$ cat src/rtl/cosim_loopback_buffer_if.sv
// Token stream between a cosim endpoint and the loopback buffer.
// The master drives DataOut* and accepts DataIn*; the slave is the buffer.
interface cosim_loopback_buffer_if #(
    parameter int unsigned TYPE_SIZE_BITS = 23
);
    logic                      DataOutValid;
    logic                      DataOutReady;
    logic [TYPE_SIZE_BITS-1:0] DataOut;
    logic                      DataInValid;
    logic                      DataInReady;
    logic [TYPE_SIZE_BITS-1:0] DataIn;

    modport master (
        output DataOutValid, DataOut, DataInReady,
        input  DataOutReady, DataInValid, DataIn
    );

    modport slave (
        input  DataOutValid, DataOut, DataInReady,
        output DataOutReady, DataInValid, DataIn
    );
endinterface

$ cat src/rtl/cosim_loopback_buffer.sv
// Elastic FIFO echoing an endpoint's outbound token stream back to its inbound stream,
// with running counts of tokens received and sent.
module cosim_loopback_buffer #(
    parameter int unsigned TYPE_SIZE_BITS = 23,
    parameter int unsigned DEPTH          = 4,
    parameter int unsigned CNT_BITS       = 32
) (
    input  logic                       clk,
    input  logic                       rstn,
    cosim_loopback_buffer_if.slave     bus,
    input  logic                       Flush,
    output logic [$clog2(DEPTH):0]     Occupancy,
    output logic [CNT_BITS-1:0]        RecvCount,
    output logic [CNT_BITS-1:0]        SentCount
);
    localparam int unsigned PTR_W = $clog2(DEPTH);
    localparam int unsigned OCC_W = PTR_W + 1;

    logic [TYPE_SIZE_BITS-1:0] mem [DEPTH];
    logic [PTR_W-1:0]          wr_ptr;
    logic [PTR_W-1:0]          rd_ptr;
    logic                      push;
    logic                      pop;

    // Full/empty come only from Occupancy; readiness ignores a same-cycle pop.
    always_comb begin
        bus.DataOutReady = (Occupancy != OCC_W'(DEPTH));
        bus.DataInValid  = (Occupancy != '0);
        bus.DataIn       = bus.DataInValid ? mem[rd_ptr] : '0;
        push             = bus.DataOutValid && bus.DataOutReady && !Flush;
        pop              = bus.DataInValid && bus.DataInReady && !Flush;
    end

    always_ff @(posedge clk) begin
        if (push) begin
            mem[wr_ptr] <= bus.DataOut;
        end
    end

    always_ff @(posedge clk or negedge rstn) begin
        if (!rstn) begin
            wr_ptr    <= '0;
            rd_ptr    <= '0;
            Occupancy <= '0;
            RecvCount <= '0;
            SentCount <= '0;
        end else if (Flush) begin
            wr_ptr    <= '0;
            rd_ptr    <= '0;
            Occupancy <= '0;
        end else begin
            if (push) begin
                wr_ptr    <= wr_ptr + PTR_W'(1);
                RecvCount <= RecvCount + CNT_BITS'(1);
            end
            if (pop) begin
                rd_ptr    <= rd_ptr + PTR_W'(1);
                SentCount <= SentCount + CNT_BITS'(1);
            end
            case ({push, pop})
                2'b10:   Occupancy <= Occupancy + OCC_W'(1);
                2'b01:   Occupancy <= Occupancy - OCC_W'(1);
                default: Occupancy <= Occupancy;
            endcase
        end
    end
endmodule
$ cat src/flat_wrapper.sv
// flat-port wrapper written by rule: the top's interface ports become plain ports
module cosim_loopback_buffer_flat 
#(
    parameter int unsigned TYPE_SIZE_BITS = 23,
    parameter int unsigned DEPTH          = 4,
    parameter int unsigned CNT_BITS       = 32
)
  (clk, rstn, Flush, Occupancy, RecvCount, SentCount, bus_DataOutValid, bus_DataOut, bus_DataInReady, bus_DataOutReady, bus_DataInValid, bus_DataIn);
  cosim_loopback_buffer_if #(.TYPE_SIZE_BITS(TYPE_SIZE_BITS)) bus_i ();
  input  logic clk;
  input  logic rstn;
  input  logic Flush;
  output logic [$clog2(DEPTH):0] Occupancy;
  output logic [CNT_BITS-1:0] RecvCount;
  output logic [CNT_BITS-1:0] SentCount;
  input wire logic [$bits(bus_i.DataOutValid)-1:0] bus_DataOutValid;
  input wire logic [$bits(bus_i.DataOut)-1:0] bus_DataOut;
  input wire logic [$bits(bus_i.DataInReady)-1:0] bus_DataInReady;
  output wire logic [$bits(bus_i.DataOutReady)-1:0] bus_DataOutReady;
  output wire logic [$bits(bus_i.DataInValid)-1:0] bus_DataInValid;
  output wire logic [$bits(bus_i.DataIn)-1:0] bus_DataIn;
  assign bus_i.DataOutValid = bus_DataOutValid;
  assign bus_i.DataOut = bus_DataOut;
  assign bus_i.DataInReady = bus_DataInReady;
  assign bus_DataOutReady = bus_i.DataOutReady;
  assign bus_DataInValid = bus_i.DataInValid;
  assign bus_DataIn = bus_i.DataIn;
  cosim_loopback_buffer #(.TYPE_SIZE_BITS(TYPE_SIZE_BITS), .DEPTH(DEPTH), .CNT_BITS(CNT_BITS)) u_core (.clk(clk), .rstn(rstn), .bus(bus_i), .Flush(Flush), .Occupancy(Occupancy), .RecvCount(RecvCount), .SentCount(SentCount));
endmodule
$ cat config.mk
export PLATFORM = sky130hd
export DESIGN_NAME = cosim_loopback_buffer_flat
export DESIGN_NICKNAME = d
export VERILOG_FILES = /design/src/rtl/cosim_loopback_buffer_if.sv /design/src/rtl/cosim_loopback_buffer.sv /design/src/flat_wrapper.sv
export SDC_FILE = /design/constraint.sdc
export NUM_CORES = 1
export LEC_CHECK = 0
export CORE_ASPECT_RATIO = 0.9
export CORE_UTILIZATION = 48
export CTS_CLUSTER_DIAMETER = 40
export DETAILED_ROUTE_END_ITERATION = 8
export PLACE_DENSITY = 0.76
export SYNTH_ARGS = -nofsm -noshare
export SYNTH_HDL_FRONTEND = slang
export SYNTH_SLANG_ARGS = --single-unit
$ cat constraint.sdc
create_clock -name clk -period 2.3 [get_ports clk]
set_input_delay 0.46 -clock clk [delete_from_list [all_inputs] [get_ports clk]]
set_output_delay 0.46 -clock clk [all_outputs]
set_load 0.005 [all_outputs]
# Yosys cells after proc, flatten, opt, wreduce, memory -nomap -nowiden
# Memory sizes are Yosys's and may differ from the RTL's.
# Index checks and enable logic that the tools add are counted.
dict set report totals {
  regBits 71
  mem_bits_rw 92
  out_inout_bits 92
  word_cells 36
  inputBits 28
  mem_count 1
}
# memory words width read_ports rd_ports_with_merged_regs wr line_no
set memory_table {}
lappend memory_table {u_core.mem 4 23 1 0 1 cosim_loopback_buffer.sv:19} ;# logic [TYPE_SIZE_BITS-1:0] mem [DEPTH];
dict set report classes {
  n_eq_ne 3
  n_addsub 6
  n_mux 9
  bitwise_logic 1
  n_reduce_logical 11
}
# op count
set ops {}
lappend ops {{adder 32 x 1 -> 32 bit (second input constant)} 2}
lappend ops {{two-way mux 23 bit} 1}
lappend ops {{two-way mux 2 bit} 4}
lappend ops {{case mux 3 bit (2 select lines)} 1}
lappend ops {{nonzero test 3 bit} 2}
lappend ops {{adder 2 x 1 -> 2 bit (second input constant)} 2}
lappend ops {{logical AND 1 bit} 4}
lappend ops {{AND reduction 2 bit} 2}
lappend ops {{nonzero test 2 bit} 2}
lappend ops {{adder 3 x 1 -> 3 bit (second input constant)} 1}
lappend ops {{two-way mux 3 bit} 1}
lappend ops {{inequality test 3 bit (second input constant)} 1}
lappend ops {{subtractor 3 x 1 -> 3 bit (second input constant)} 1}
lappend ops {{equality test 2 x 1 -> 1 bit (second input constant)} 1}
lappend ops {{equality test 2 bit (second input constant)} 1}
lappend ops {{two-way mux 1 bit} 2}
lappend ops {{logical NOT 1 bit} 1}
lappend ops {{NOT 1 bit} 1}

# Depth between registers and ports, before layout
# Gate-level depths: netlist of run 1.
dict set report logic_depth {
  word_depth 6
  ltp_mapped 9
  depth_no_buf 8
}

# Least setup slack after synthesis of run 1
# Ideal clock, no wire load.
dict set report synth_path {
  path_type {flip-flop to flip-flop}
  start {reg u_core.Occupancy[0]}
  end {reg u_core.Occupancy[2]}
  t_arrival_ns 2.115
  n_path_buf 1
  setup_ns 0.078
  setup_slack_ns 0.107
  t_required_ns 2.222
  stages_incl_launch_ff 10
  path_cell_list {dfrtp_1 -> clkbuf_2 -> nor3b_4 -> inv_1 -> a211oi_1 -> fa_1 -> nand2_1 -> o32a_1 -> o32a_1 -> a21oi_1}
}
dict set report synth_via {
  elab_chain_len 6
  word_cells_on_any_way 13
}
# element line_no
set synth_lines {}
lappend synth_lines {{start, declared} cosim_loopback_buffer.sv:12} ;# output logic [$clog2(DEPTH):0] Occupancy,
lappend synth_lines {{start signal, assigned} cosim_loopback_buffer.sv:61} ;# 2'b10: Occupancy <= Occupancy + OCC_W'(1);
lappend synth_lines {{start signal, assigned} cosim_loopback_buffer.sv:62} ;# 2'b01: Occupancy <= Occupancy - OCC_W'(1);
lappend synth_lines {{start signal, assigned} cosim_loopback_buffer.sv:63} ;# default: Occupancy <= Occupancy;
lappend synth_lines {{inequality test 3 bit (*)} cosim_loopback_buffer.sv:27} ;# bus.DataOutReady = (Occupancy != OCC_W'(DEPTH));
lappend synth_lines {{named net bus_DataOutReady} flat_wrapper.sv:19} ;# output wire logic [$bits(bus_i.DataOutReady)-1:0] bus_DataOutReady;
lappend synth_lines {{logical AND 1 bit (*) (2 in series)} cosim_loopback_buffer.sv:30} ;# push = bus.DataOutValid && bus.DataOutReady && !Flush;
lappend synth_lines {{equality test 2 x 1 -> 1 bit / equality test 2 bit (equally long branches)} cosim_loopback_buffer.sv:60} ;# case ({push, pop})
lappend synth_lines {{case mux 3 bit (2 select lines)} cosim_loopback_buffer.sv:60}
lappend synth_lines {{two-way mux 3 bit} cosim_loopback_buffer.sv:47} ;# end else if (Flush) begin
# The timed path passes the listed nets; every way through them passes the cells marked *.
# A chain may end at the register's enable or synchronous reset.

# Worst setup path after layout of run 1
dict set report layout_path {
  start {reg u_core.rd_ptr[0]}
  end {out bus_DataIn[2]}
}
dict set report layout_via {
  elab_chain_len 2
}
# element line_no
set layout_lines {}
lappend layout_lines {{start, declared} cosim_loopback_buffer.sv:21} ;# logic [PTR_W-1:0] rd_ptr;
lappend layout_lines {{start signal, assigned} cosim_loopback_buffer.sv:57} ;# rd_ptr <= rd_ptr + PTR_W'(1);
lappend layout_lines {{memory read (4 x 23 bit)} n/a}
lappend layout_lines {{two-way mux 23 bit} cosim_loopback_buffer.sv:29} ;# bus.DataIn = bus.DataInValid ? mem[rd_ptr] : '0;
lappend layout_lines {{end, declared} flat_wrapper.sv:21} ;# output wire logic [$bits(bus_i.DataIn)-1:0] bus_DataIn;
# Every way passes these cells.

==> impl_metrics.ini, run 1 <==
[sta]
relSlewSlack = 0.658
setup_ws_ns = -0.0825
max_freq_mhz = 420
worst_pin_slew_ns = 0.513
slew_viol_final = 0
setup_violations = 16
rsz0062_at_grt = yes
hold_viol_final = 0
fin_crit_ns = 2.38
holdWs_ns = 0.478
fin_worst_skew_ns = 0.00933
min_period_over_period = 1.04

[critical_path]
cp_slowest_cell = dfrtp_2
end_kind = output pin
reg2reg_to = u_core.Occupancy[2]
r2r_slack_ns = 0.15
critical_path_required_ns = 1.84
cp_cell_sequence = buf_12 > buf_12 > buf_8 > mux4_2 > and2_4 > buf_6
crit_type = reg2out
slowest_delay_ns = 0.43
critPathMostFrequentCell = buf_12
crit_path_start_kind = flop
reg2regPathDepth = 7
arrival_ns = 1.92
worstReg2RegStart = u_core.Occupancy[0]
crit_fanout = 4

[routing]
drtIter0Drc = 182
avgRoutedWirePerCell_um = 16.7
num_vias = 4304
totalWireLength_um = 13900
firstDrtPassIters = 4
routed_via_density = 5.19
drc = 0
ant_nets = 0

[final_layout]
nNetsFinal = 658
drive_above_1_share = 0.253
n_fill_cell = 983
final_common_cell = clkdlybuf4s50_1
fin_area_um2 = 9470
antenna_cells = 0
register_area_um2 = 4540
syn_to_final_growth_pct = 36.0
final_cells = 829
multi_input_area_um2 = 2350
final_cell_mix = clkdlybuf4s50_1 (93), edfxtp_1 (92), dfrtp_1 (68)

[pwr]
peakVddDrop_mv = 0.587
swShare = 0.249
combinationalPowerShare = 0.287
total_power_mw = 8.73
power.switching_mw = 2.17
clockPowerShare = 0.317
leakagePower_nw = 3.69
p_seq_frac = 0.396
p_int_mw = 6.56
powerDensity_nw_per_um2 = 922

[synthesis]
ys_warn_count = 0
synth.distinct_cells = 47
syn_area_um2 = 6960
synth-seq-cells = 163
seq_area_frac_synth = 0.652
netlist_instances = 461
synth_nets = 496
avgSynthCellArea_um2 = 15.1

[grt]
grt_max_degree = 33
grt_first_pass_wirelength_um = 21900
grt_usage = 0.197
top_usage_layer = met2
met1_usage = 0.263
antenna_found_initial = 0
grt_pass1_vias = 4240
use_met3 = 0.0467
grt_overflow = 0
grt_use_met2 = 0.320

[floorplanning]
die_area_um2 = 15000
start_util = 0.494
ios = 120
die_x_um = 129
coreArea_um2 = 14100
fp.dieH_um = 116
placementRows = 41

[min_path]
hold_end = u_core.SentCount[31]
whs_path_depth = 1
min_path_type = reg2reg
min-delay-start = u_core.SentCount[31]

[placed_design]
placed_cell_area_um2 = 8620
portBuffers = 119
post-place-ws_ns = -0.0574
dp.cells = 780
dp_hpwl_um = 9070
gp_congestion = 0.845

[cts]
clockBufferDepth = 2
clock_sinks = 163
clkLatencyLatePin_ns = 0.42
cts_tree = built
cts_root_buf = clkbuf_16
clk_pin_slew_worst_paths_ns = 0.06
htreeDepth = 4
cts_made_buffers = 17

[run_status]
status = finished, violations left
violations = setup timing

[job]
drv_cap = 0
-- kinds of logic after synthesis --
family	synth area share
fa+ha+maj	0.0137
buf+inv	0.0207
mux	0.0776
flops	0.652
simple gates	0.139
compound gates	0.0124
xor+xnor	0.0843
-- worst max-delay path by stage --
stage,slack (ns),endpoint,from
floorplan,0.11,u_core.Occupancy[2],u_core.Occupancy[0]
global placement,0.03,u_core.Occupancy[2],bus_DataInReady
detailed placement,-0.06,u_core.Occupancy[2],bus_DataInReady
CTS,-0.14,bus_DataIn[2],u_core.rd_ptr[0]
global route,-0.15,bus_DataIn[2],u_core.rd_ptr[0]
finish,-0.08,bus_DataIn[2],u_core.rd_ptr[0]
-- layer usage --
metal,part of all wire,wire [um]
met5,0,0
met4,0.011,148
met3,0.048,664
met1,0.43,6010
met2,0.51,7050
-- sequential cells by signal, summed over array words and instances, names as in the netlist --
name / cells
u_core.wr_ptr: 2
u_core.mem: 92
u_core.Occupancy: 3
u_core.RecvCount: 32
u_core.SentCount: 32
u_core.rd_ptr: 2
-- power by group through the flow --
stage / logic, mW / clock network, mW / registers [mW]
finish: 2.51 / 2.76 / 3.46
global route: 2.69 / 2.94 / 3.49
CTS: 2.47 / 2.83 / 3.46
detailed placement: 2.01 / 0 / 3.53
global placement: 1.99 / 0 / 3.52
floorplan: 0.941 / 0 / 3.49
-- synthesized netlist by cell type, drive strengths merged --
| library cell | instances | share of area |
|---|---|---|
| nor2 | 14 | 0.0075 |
| nand4 | 17 | 0.016 |
| a21oi | 3 | 0.0022 |
| o32a | 2 | 0.0029 |
| o31a | 1 | 0.0013 |
| xnor2 | 39 | 0.049 |
| o31ai | 1 | 0.0011 |
| mux4 | 23 | 0.074 |
| o21ai | 2 | 0.0014 |
| nor2b | 1 | 0.00090 |
| o211ai | 1 | 0.0011 |
| xor2 | 28 | 0.035 |
| edfxtp | 92 | 0.40 |
| nand2 | 25 | 0.013 |
| o211a | 1 | 0.0014 |
| buf | 11 | 0.0097 |
| nand3 | 21 | 0.016 |
| nor3 | 17 | 0.018 |
| nand2b | 2 | 0.0018 |
| or4 | 1 | 0.0016 |
| inv | 13 | 0.0070 |
| or3 | 1 | 0.00090 |
| fa | 1 | 0.0029 |
| and4 | 10 | 0.013 |
| or3b | 1 | 0.0013 |
| nand4b | 2 | 0.0034 |
| ha | 6 | 0.011 |
| nor3b | 1 | 0.0027 |
| clkbuf | 7 | 0.0040 |
| nor4 | 10 | 0.013 |
| dfrtp | 71 | 0.26 |
| a211oi | 1 | 0.0011 |
| and2 | 28 | 0.025 |
| and3b | 1 | 0.0014 |
| and3 | 4 | 0.0036 |
| mux2 | 2 | 0.0032 |
-- critical path, delay by kind of cell, from the launching register on --
| family | cells | cell delay (ns) |
|---|---|---|
| buffers and inverters | 4 | 0.48 |
| DFF | 1 | 0.43 |
| muxes | 1 | 0.43 |
| and+or+nand+nor | 1 | 0.15 |
-- area by class of cell --
| class | instances | area share |
|---|---|---|
| Tap cell | 193 | 0.0255 |
| Timing Repair Buffer | 161 | 0.181 |
| Multi-Input combinational cell | 267 | 0.248 |
| Sequential cell | 163 | 0.480 |
| Clock buffer | 20 | 0.0461 |
| Inverter | 13 | 0.00515 |
| Clock inverter | 12 | 0.0145 |
-- stage by stage --
stage                     setup TNS (ns)   util
final                             -0.917  0.671
after global routing               -2.10  0.671
after CTS                          -1.25  0.669
after detailed placement          -0.312  0.611
after global placement                 0  0.611
after floorplan                        0      -
-- timing repair --
item / in CTS / in global routing
gates resized for setup: 138 / 15
hold buffers: 1 / 0
endpoints found under the setup margin: 25 / 25
pin swaps: 22 / 1
hold endpoints to repair: 9 / 0
cloned: 2 / 0
setup buffers: 14 / 3
Note: power is estimated with default switching activity, not from simulation.
==> run 2: changes to the inputs <==
--- a/config.mk
+++ b/config.mk
@@ -9,6 +9,7 @@
 export CORE_UTILIZATION = 48
 export CTS_CLUSTER_DIAMETER = 40
 export DETAILED_ROUTE_END_ITERATION = 8
+export GPL_ROUTABILITY_DRIVEN = 0
 export PLACE_DENSITY = 0.76
 export SYNTH_ARGS = -nofsm -noshare
 export SYNTH_HDL_FRONTEND = slang
==> results of run 2 <==
The final DEF is identical to that of run 1; final timing and power are the same.
